`config.mk`:
```
export PLATFORM = sky130hd
export DESIGN_NAME = jb_ce_timer_flat
export DESIGN_NICKNAME = d
export VERILOG_FILES = /design/src/rtl/jb_clk_pkg.sv /design/src/rtl/jb_ce_timer_if.sv /design/src/rtl/jb_ce_mux.sv /design/src/rtl/jb_ce_timer.sv /design/src/flat_wrapper.sv
export SDC_FILE = /design/constraint.sdc
export NUM_CORES = 1
export LEC_CHECK = 0
export ABC_AREA = 1
export CELL_PAD_IN_SITES_DETAIL_PLACEMENT = 0
export CELL_PAD_IN_SITES_GLOBAL_PLACEMENT = 1
export CORE_ASPECT_RATIO = 1.1
export CORE_MARGIN = 2
export CORE_UTILIZATION = 38
export CTS_CLUSTER_DIAMETER = 30
export DETAILED_ROUTE_END_ITERATION = 8
export GPL_ROUTABILITY_DRIVEN = 0
export PLACE_DENSITY_LB_ADDON = 0.2
export SYNTH_ARGS = -nofsm -noshare
export SYNTH_HDL_FRONTEND = slang
export SYNTH_SLANG_ARGS = --single-unit
```
`constraint.sdc`:
```
create_clock -name clk -period 2.2 [get_ports clk]
set_input_delay 0.22 -clock clk [delete_from_list [all_inputs] [get_ports clk]]
set_output_delay 0.22 -clock clk [all_outputs]
set_load 0.01 [all_outputs]
```
`src/rtl/jb_clk_pkg.sv`:
```
// Shared types for the clock-enable timer block.
// State, rate encoding and rate legality check.
package jb_clk_pkg;

  typedef enum logic [1:0] {
    IDLE,
    RUN,
    FIN
  } ce_tmr_state_t;

  typedef enum logic [2:0] {
    RATE_DIV1,
    RATE_DIV2,
    RATE_DIV4,
    RATE_DIV8,
    RATE_DIV16
  } ce_rate_t;

  localparam int NUM_RATES = 5;

  // Codes at or above NUM_RATES have no strobe behind them.
  function automatic logic rate_legal(
    input logic [2:0] r
  );
    return r < 3'(NUM_RATES);
  endfunction

endpackage

```
`src/rtl/jb_ce_timer_if.sv`:
```
// Strobe, config, control and status bundle
// between the timer and its user.
interface jb_ce_timer_if #(
  parameter int CNT_W = 16
);

  logic             clk_en_div1;
  logic             clk_en_div2;
  logic             clk_en_div4;
  logic             clk_en_div8;
  logic             clk_en_div16;
  logic [2:0]       rate_sel;
  logic [CNT_W-1:0] period;
  logic             one_shot;
  logic             start;
  logic             stop;
  logic             busy;
  logic             tick;
  logic             done;
  logic             cfg_err;
  logic [CNT_W-1:0] count;

  modport master (
    output clk_en_div1,
    output clk_en_div2,
    output clk_en_div4,
    output clk_en_div8,
    output clk_en_div16,
    output rate_sel,
    output period,
    output one_shot,
    output start,
    output stop,
    input  busy,
    input  tick,
    input  done,
    input  cfg_err,
    input  count
  );

  modport slave (
    input  clk_en_div1,
    input  clk_en_div2,
    input  clk_en_div4,
    input  clk_en_div8,
    input  clk_en_div16,
    input  rate_sel,
    input  period,
    input  one_shot,
    input  start,
    input  stop,
    output busy,
    output tick,
    output done,
    output cfg_err,
    output count
  );

endinterface

```
`src/rtl/jb_ce_mux.sv`:
```
// Combinational 5:1 strobe select.
// Unknown rate codes select no strobe.
module jb_ce_mux
  import jb_clk_pkg::*;
(
  input  logic [NUM_RATES-1:0] ce_i,
  input  ce_rate_t             rate_i,
  output logic                 sel_ce_o
);

  // Pick the strobe matching the latched rate.
  always_comb begin
    sel_ce_o = 1'b0;
    unique case (rate_i)
      RATE_DIV1:  sel_ce_o = ce_i[0];
      RATE_DIV2:  sel_ce_o = ce_i[1];
      RATE_DIV4:  sel_ce_o = ce_i[2];
      RATE_DIV8:  sel_ce_o = ce_i[3];
      RATE_DIV16: sel_ce_o = ce_i[4];
      default:    sel_ce_o = 1'b0;
    endcase
  end

endmodule

```
`src/rtl/jb_ce_timer.sv`:
```
// Programmable interval timer counting selected
// clock-enable strobes; periodic or one-shot.
module jb_ce_timer
  import jb_clk_pkg::*;
#(
  parameter int CNT_W = 16
) (
  input logic         clk,
  input logic         reset_n,
  jb_ce_timer_if.slave bus
);

  localparam logic [CNT_W-1:0] ONE = CNT_W'(1);

  ce_tmr_state_t    state_q;
  ce_rate_t         rate_q;
  logic [CNT_W-1:0] period_q;
  logic             one_shot_q;
  logic [CNT_W-1:0] count_q;
  logic             busy_q;
  logic             tick_q;
  logic             done_q;
  logic             cfg_err_q;

  logic [NUM_RATES-1:0] ce_vec;
  logic                 sel_ce;
  logic                 cfg_ok;
  logic                 term;
  logic [CNT_W-1:0]     count_d;

  assign ce_vec = {
    bus.clk_en_div16,
    bus.clk_en_div8,
    bus.clk_en_div4,
    bus.clk_en_div2,
    bus.clk_en_div1
  };

  jb_ce_mux u_mux (
    .ce_i     (ce_vec),
    .rate_i   (rate_q),
    .sel_ce_o (sel_ce)
  );

  // Config legality, terminal detect and next count.
  always_comb begin
    cfg_ok  = (bus.period != '0)
           && rate_legal(bus.rate_sel);
    term    = sel_ce
           && (count_q == period_q - ONE);
    count_d = count_q + ONE;
  end

  // Timer FSM with registered outputs.
  always_ff @(posedge clk or negedge reset_n) begin
    if (!reset_n) begin
      state_q    <= IDLE;
      rate_q     <= RATE_DIV1;
      period_q   <= '0;
      one_shot_q <= 1'b0;
      count_q    <= '0;
      busy_q     <= 1'b0;
      tick_q     <= 1'b0;
      done_q     <= 1'b0;
      cfg_err_q  <= 1'b0;
    end else begin
      tick_q    <= 1'b0;
      done_q    <= 1'b0;
      cfg_err_q <= 1'b0;
      unique case (state_q)
        IDLE: begin
          if (bus.start && !bus.stop) begin
            if (cfg_ok) begin
              state_q    <= RUN;
              rate_q     <= ce_rate_t'(bus.rate_sel);
              period_q   <= bus.period;
              one_shot_q <= bus.one_shot;
              count_q    <= '0;
              busy_q     <= 1'b1;
            end else begin
              cfg_err_q <= 1'b1;
            end
          end
        end
        RUN: begin
          if (bus.stop) begin
            state_q <= FIN;
            busy_q  <= 1'b0;
            done_q  <= 1'b1;
            count_q <= '0;
          end else if (term) begin
            count_q <= '0;
            tick_q  <= 1'b1;
            if (one_shot_q) begin
              state_q <= FIN;
              busy_q  <= 1'b0;
              done_q  <= 1'b1;
            end
          end else if (sel_ce) begin
            count_q <= count_d;
          end
        end
        FIN: begin
          state_q <= IDLE;
          busy_q  <= 1'b0;
          count_q <= '0;
        end
        default: begin
          state_q <= IDLE;
          busy_q  <= 1'b0;
          count_q <= '0;
        end
      endcase
    end
  end

  assign bus.busy    = busy_q;
  assign bus.tick    = tick_q;
  assign bus.done    = done_q;
  assign bus.cfg_err = cfg_err_q;
  assign bus.count   = count_q;

endmodule

```
`src/flat_wrapper.sv`:
```
// flat-port wrapper written by rule: the top's interface ports become plain ports
module jb_ce_timer_flat import jb_clk_pkg::*;
#(
  parameter int CNT_W = 16
)
  (clk, reset_n, bus_clk_en_div1, bus_clk_en_div2, bus_clk_en_div4, bus_clk_en_div8, bus_clk_en_div16, bus_rate_sel, bus_period, bus_one_shot, bus_start, bus_stop, bus_busy, bus_tick, bus_done, bus_cfg_err, bus_count);
  jb_ce_timer_if #(.CNT_W(CNT_W)) bus_i ();
  input logic clk;
  input logic reset_n;
  input wire logic [$bits(bus_i.clk_en_div1)-1:0] bus_clk_en_div1;
  input wire logic [$bits(bus_i.clk_en_div2)-1:0] bus_clk_en_div2;
  input wire logic [$bits(bus_i.clk_en_div4)-1:0] bus_clk_en_div4;
  input wire logic [$bits(bus_i.clk_en_div8)-1:0] bus_clk_en_div8;
  input wire logic [$bits(bus_i.clk_en_div16)-1:0] bus_clk_en_div16;
  input wire logic [$bits(bus_i.rate_sel)-1:0] bus_rate_sel;
  input wire logic [$bits(bus_i.period)-1:0] bus_period;
  input wire logic [$bits(bus_i.one_shot)-1:0] bus_one_shot;
  input wire logic [$bits(bus_i.start)-1:0] bus_start;
  input wire logic [$bits(bus_i.stop)-1:0] bus_stop;
  output wire logic [$bits(bus_i.busy)-1:0] bus_busy;
  output wire logic [$bits(bus_i.tick)-1:0] bus_tick;
  output wire logic [$bits(bus_i.done)-1:0] bus_done;
  output wire logic [$bits(bus_i.cfg_err)-1:0] bus_cfg_err;
  output wire logic [$bits(bus_i.count)-1:0] bus_count;
  assign bus_i.clk_en_div1 = bus_clk_en_div1;
  assign bus_i.clk_en_div2 = bus_clk_en_div2;
  assign bus_i.clk_en_div4 = bus_clk_en_div4;
  assign bus_i.clk_en_div8 = bus_clk_en_div8;
  assign bus_i.clk_en_div16 = bus_clk_en_div16;
  assign bus_i.rate_sel = bus_rate_sel;
  assign bus_i.period = bus_period;
  assign bus_i.one_shot = bus_one_shot;
  assign bus_i.start = bus_start;
  assign bus_i.stop = bus_stop;
  assign bus_busy = bus_i.busy;
  assign bus_tick = bus_i.tick;
  assign bus_done = bus_i.done;
  assign bus_cfg_err = bus_i.cfg_err;
  assign bus_count = bus_i.count;
  jb_ce_timer #(.CNT_W(CNT_W)) u_core (.clk(clk), .reset_n(reset_n), .bus(bus_i));
endmodule
```
==> impl_metrics.ini, run 1 <==
[status]
status = finished clean

[floorplanning]
die_h_um = 95.7
num_rows = 33
io_pins = 49
initial_core_util_pct = 39.1
core-area_mm2 = 0.00743
die_area_mm2 = 0.00837
die_x_um = 87.4

[layout]
final_cell_mix = nand2_1, inv_1, clkdlybuf4s50_1, dfrtp_1, nor2_1
antenna_cells = 0
final_common_cell = nand2_1
final_nets = 524
seq_area_mm2 = 0.00103
nFillCells = 794
fin_util_pct = 49.9
drive_gt1_share_pct = 12.3
final_cells = 581
multi_input_area_mm2 = 0.00165
syn_to_final_growth_pct = 27.6

[sta]
slew_viol_final = 0
clock_skew_ns = 0.00653
finalCriticalPeriod_ns = 2.04
worst_slack_ns = 0.157
rsz0062_at_grt = false
hold_viol = 0
max_freq_mhz = 490
slew_headroom_pct = 59.0
whs_ns = 0.496
setup_viol = 0
worstMarginPinSlew_ns = 0.614
period_share_pct = 92.9

[clock_network]
htree_levels = 2
clkTransAtPathRegs_ns = 0.08
post_cts_buffers = 0
numCtsBuffers = 5
clk-insertion-delay-late_ns = 0.29
cts_root_buffer = clkbuf_8
cts.sinks = 41
cts_tree = done
clockBufferDepth = 2

[logic_synthesis]
ys_types = 31
yosys.area.top_type = dfrtp_1
synth-seq-cells = 41
yosys_warnings = 0
synth_top_cell_area_share_pct = 35.3
syn_inst = 434
async_reset_ff_share_pct = 100
syn_nets = 465
syn_area_mm2 = 0.00291
synth_area_leaders = dfrtp_1, nand2_1, inv_1
synth_ff_type = dfrtp_1
synth_edf_count = 0
synth-seq-area-share_pct = 35.3
avgSynthCellArea_um2 = 6.70

[global_routing]
grt_pass1_wl_um = 12800
overflow = 0
antenna_found_initial = 0
grt_max_degree = 42
grt_use_total_pct = 19.4
grt_pass1_vias = 2728

[power_and_ir_drop]
p_leak_uw = 0.00179
finalPower_uw = 3610
ir_drop_mv = 0.537
power_per_cell_area_mw_per_mm2 = 973

[drt]
wl_per_cell_um = 12.8
antenna_violating_nets_post_route = 0
vias_per_cell = 4.89
num_vias = 2840
drt-total-wl_um = 7430
drcViolationCount = 0
drtPass1Iterations = 4
drt_iter0_markers = 109

[setup_path]
critical_path.top_delay_family = simple AND/OR/NAND/NOR gates
crit_buf_inv = 1
crit_arrival_ns = 2.27
worstPathRequired_ns = 2.43
reg2reg_from = u_core.period_q[0]
slowest_stage = dfrtp_2
r2r_cells = 12
cpMostUsedCell = nand2_1
crit_path_cell_trace = inv_2 -> ha_4 -> nand2_2 -> nor2_4 -> nand2_1 -> xor2_1 -> nand2_1 -> nor2_2 -> nand3_4 -> nand2_8 -> nand2_1 -> nor2_1
worstSetupEndpointType = flip-flop
reg2reg_slack_ns = 0.16
r2r-end = u_core.bus.done
critPathMaxStageDelay_ns = 0.44
cp-start-kind = flip-flop
crit_type = flip-flop to flip-flop
crit_fanout = 8

[job]
cap_viol_max_count = 0

[hold_path]
holdPathStages = 1
worstHoldEndpoint = u_core.bus.cfg_err
hold_path_class = flip-flop to flip-flop
hp-start = u_core.state_q[1]

[place]
place_ws_ns = -0.126
dp_hpwl_um = 5680
dp.cells = 571
io_buffers = 48
logic make-up (layout without fill, tap and decap cells):
logic type | Yosys count | count (layout) | share of synthesized area (%)
AND/OR/NAND/NOR | 254 | 255 | 39.8
buffers and inverters | 78 | 137 | 10.7
XOR/XNOR | 12 | 12 | 3.61
AO/OA/AOI/OAI | 46 | 46 | 9.30
flip-flops | 41 | 41 | 35.3
adder cells (fa/ha/maj) | 2 | 2 | 0.860
multiplexers | 1 | 1 | 0.387
report_power, final:
part / leakage [uW] / internal, uW / switching, uW
Clock: 0.0000450 / 220 / 259
Sequential: 0.000531 / 960 / 279
Combinational: 0.00121 / 709 / 1180
Total: 0.00179 / 1890 / 1720
how the worst max path moves through the flow:
stage	from	to	slack [ns]	depth (start not counted)
floorplan	u_core.period_q[0]	u_core.state_q[0]	0.24	14
global route	u_core.period_q[0]	u_core.bus.done	0.002	14
detailed placement	u_core.period_q[0]	u_core.state_q[1]	-0.13	14
CTS	u_core.period_q[0]	u_core.bus.done	0.009	14
finish	u_core.period_q[0]	u_core.bus.done	0.16	12
global placement	u_core.period_q[0]	u_core.bus.done	-0.09	14
final cells by class:
type / count / share of cell area, %
sequential: 41 / 27.7
tap: 87 / 2.93
clock inverter: 2 / 0.270
clock buffer: 6 / 1.96
multi-input combinational: 316 / 44.5
inverter: 69 / 6.98
timing repair buffer: 60 / 15.6
per-layer routing:
metal / part of all wire, % / GRT usage (%) / wire length (um) / up-vias
met3: 2.8 / 2.83 / 211 / 4
met4: 0.65 / 3.46 / 48 / 0
li1: - / - / - / 1484
met2: 50 / 35.1 / 3750 / 49
met5: 0 / 0 / 0 / -
met1: 46 / 24.8 / 3420 / 1303
what timing repair did:
item	in CTS	in global routing
hold buffers	1	0
endpoints found under the setup margin	17	19
pin swaps	3	3
hold endpoints to repair	1	0
gates resized for setup	6	11
gates cloned	1	0
flip-flops by register name (all words and copies together), names as in the netlist:
register and flops:
u_core.bus.cfg_err 1, u_core.state_q 2, u_core.rate_q 3, u_core.bus.done 1
u_core.bus.tick 1, u_core.one_shot_q 1, u_core.bus.count 16, u_core.period_q 16
through the flow:
stage	setup TNS [ns]	area (um2)
2_1_floorplan	0	2910
3_3_place_gp	-0.671	3530
3_5_place_dp	-1.22	3530
4_1_cts	0	3670
5_1_grt	0	3710
6_report	0	3710
cell usage after synthesis, types with 5 or more instances:
| library cell | instances |
|---|---|
| nor3_1 | 6 |
| nand3_1 | 33 |
| o21ai_0 | 22 |
| a21oi_2 | 9 |
| nor2_2 | 5 |
| a21oi_1 | 12 |
| nand2_1 | 137 |
| nand4_1 | 17 |
| xor2_1 | 8 |
| clkbuf_1 | 6 |
| inv_1 | 68 |
| nor2_1 | 38 |
| dfrtp_1 | 41 |
No activity file was read; power rests on OpenSTA's default activity.
==> run 2, diff against run 1 <==
- CAP_MARGIN: not set -> 15
==> results of run 2 <==
No change in the layout: final DEF, timing and power equal those of run 1.
==> run 3, diff against run 2 <==
- REMOVE_ABC_BUFFERS: not set -> 1
- SKIP_LAST_GASP: not set -> 1
==> impl_metrics.ini, run 3 (synthesis gave the netlist of run 1 again) <==
[layout]
syn_to_final_growth_pct = 27.5
drive_gt1_share_pct = 11.8
final_nets = 522
fin_util_pct = 49.9
final_common_cell = nand2_1
final_cells = 578
antenna_cells = 0
final_cell_mix = nand2_1, inv_1, clkdlybuf4s50_1, dfrtp_1, nor2_1

[clock_network]
clk-insertion-delay-late_ns = 0.30
numCtsBuffers = 5
htree_levels = 2
clkTransAtPathRegs_ns = 0.08
cts_root_buffer = clkbuf_8
cts_tree = done
clockBufferDepth = 2
cts.sinks = 41

[power_and_ir_drop]
p_sw_share_pct = 46.5
pwr-share-seq_pct = 32.6
finalPower_uw = 3740
power_per_cell_area_mw_per_mm2 = 1010
switchingPower_uw = 1740
p_leak_uw = 0.00180
power_frac_comb_pct = 51.3
p_int_uw = 2000
ir_drop_mv = 0.653
power_frac_clock_pct = 16.0

[floorplanning]
num_rows = 33
core-area_mm2 = 0.00743
die_x_um = 87.4
initial_core_util_pct = 39.1
die_area_mm2 = 0.00837
io_pins = 49
die_h_um = 95.7

[setup_path]
worstPathRequired_ns = 2.44
r2r-end = u_core.bus.done
cp-start-kind = flip-flop
r2r_cells = 12
reg2reg_slack_ns = 0.17
reg2reg_from = u_core.period_q[0]
crit_fanout = 8
crit_arrival_ns = 2.27
crit_type = flip-flop to flip-flop
worstSetupEndpointType = flip-flop

[drt]
drcViolationCount = 0
num_vias = 2806
drt_iter0_markers = 102
drtPass1Iterations = 4
wl_per_cell_um = 12.9
vias_per_cell = 4.85
antenna_violating_nets_post_route = 0
drt-total-wl_um = 7480

[sta]
setup_viol = 0
slew_headroom_pct = 36.9
whs_ns = 0.0676
rsz0062_at_grt = false
clock_skew_ns = 0.00978
period_share_pct = 92.4
finalCriticalPeriod_ns = 2.03
slew_viol_final = 0
hold_viol = 0
max_freq_mhz = 492
worstMarginPinSlew_ns = 0.947

[job]
cap_viol_max_count = 0

[global_routing]
met2_usage_pct = 33.0
antenna_found_initial = 0
grt_busiest_layer = met2
grt_pass1_vias = 2662
grt_use_total_pct = 19.0
met3_usage_pct = 2.74
grt_util_met1_pct = 24.7
overflow = 0
grt_max_degree = 42
grt_pass1_wl_um = 12500

[status]
status = finished clean

[place]
dp.cells = 570
io_buffers = 48
dp_hpwl_um = 5670

[hold_path]
hold_path_class = primary input to async pin
run 3: cell types whose count changed in the layout (fill, tap and decap cells not counted), sizes merged:
| cell | delta |
|---|---|
| dlygate4sd3 | -1 |
| clkinv | -1 |
| clkbuf | -1 |
| bufinv | +1 |
| buf | -1 |
run 3: worst max path at each step:
| stage | startpoint | endpoint | slack, ns | cells after the start |
|---|---|---|---|---|
| CTS | u_core.period_q[1] | u_core.bus.done | 0.04 | 14 |
| detailed placement | u_core.period_q[1] | u_core.bus.done | -0.1 | 14 |
| finish | u_core.period_q[0] | u_core.bus.done | 0.17 | 12 |
| floorplan | u_core.period_q[0] | u_core.bus.done | 0.25 | 14 |
| global placement | u_core.period_q[1] | u_core.bus.done | -0.07 | 14 |
| global route | u_core.bus.count[6] | u_core.bus.count[15] | 0.004 | 9 |
run 3: cell type report:
class,count,area [um2]
fill,759,3720
tap,87,109
multi-input combinational,316,1660
timing repair buffer,58,551
sequential,41,1030
clock buffer,5,68.8
clock inverter,2,35.0
inverter,69,259
run 3: power groups by stage:
stage | Combinational, uW | Sequential [uW] | Clock, uW
4_1_cts | 1860 | 1220 | 622
5_1_grt | 2180 | 1260 | 637
3_5_place_dp | 1820 | 1230 | 0
2_1_floorplan | 1310 | 1190 | 0
3_3_place_gp | 1810 | 1230 | 0
6_report | 1920 | 1220 | 600
run 3: metrics by stage:
stage / area, um2 / setup slack (ns) / setup TNS, ns
after floorplan: 2860 / 0.248 / 0
after global placement: 3510 / -0.0703 / -0.216
after detailed placement: 3510 / -0.0979 / -0.523
after CTS: 3650 / 0.0425 / 0
after global routing: 3710 / 0.00433 / 0
final: 3710 / 0.166 / 0
run 3: routing by layer:
layer  wire (um)  share of wire, %
met1        3480                46
met4         104               1.4
met5           0                 0
met2        3640                49
met3         254               3.4
run 3: repair_timing:
action | CTS | global route
setup buffers | 0 | 0
endpoints found under the setup margin | 17 | 19
resized for setup | 4 | 11
pin swaps | 2 | 2
hold buffers | 0 | 0
cloned | 1 | 0
run 3: worst max-delay path: stages (launching register included):
cell and delay, ns:
dfrtp_1 0.40, inv_1 0.12, ha_4 0.19, nand2_2 0.10, nor2_4 0.14, nand2_1 0.07
xor2_1 0.20, nand2_1 0.10, nor2_2 0.16, nand3_4 0.17, nand2_8 0.15, nand2_1 0.08
nor2_1 0.09
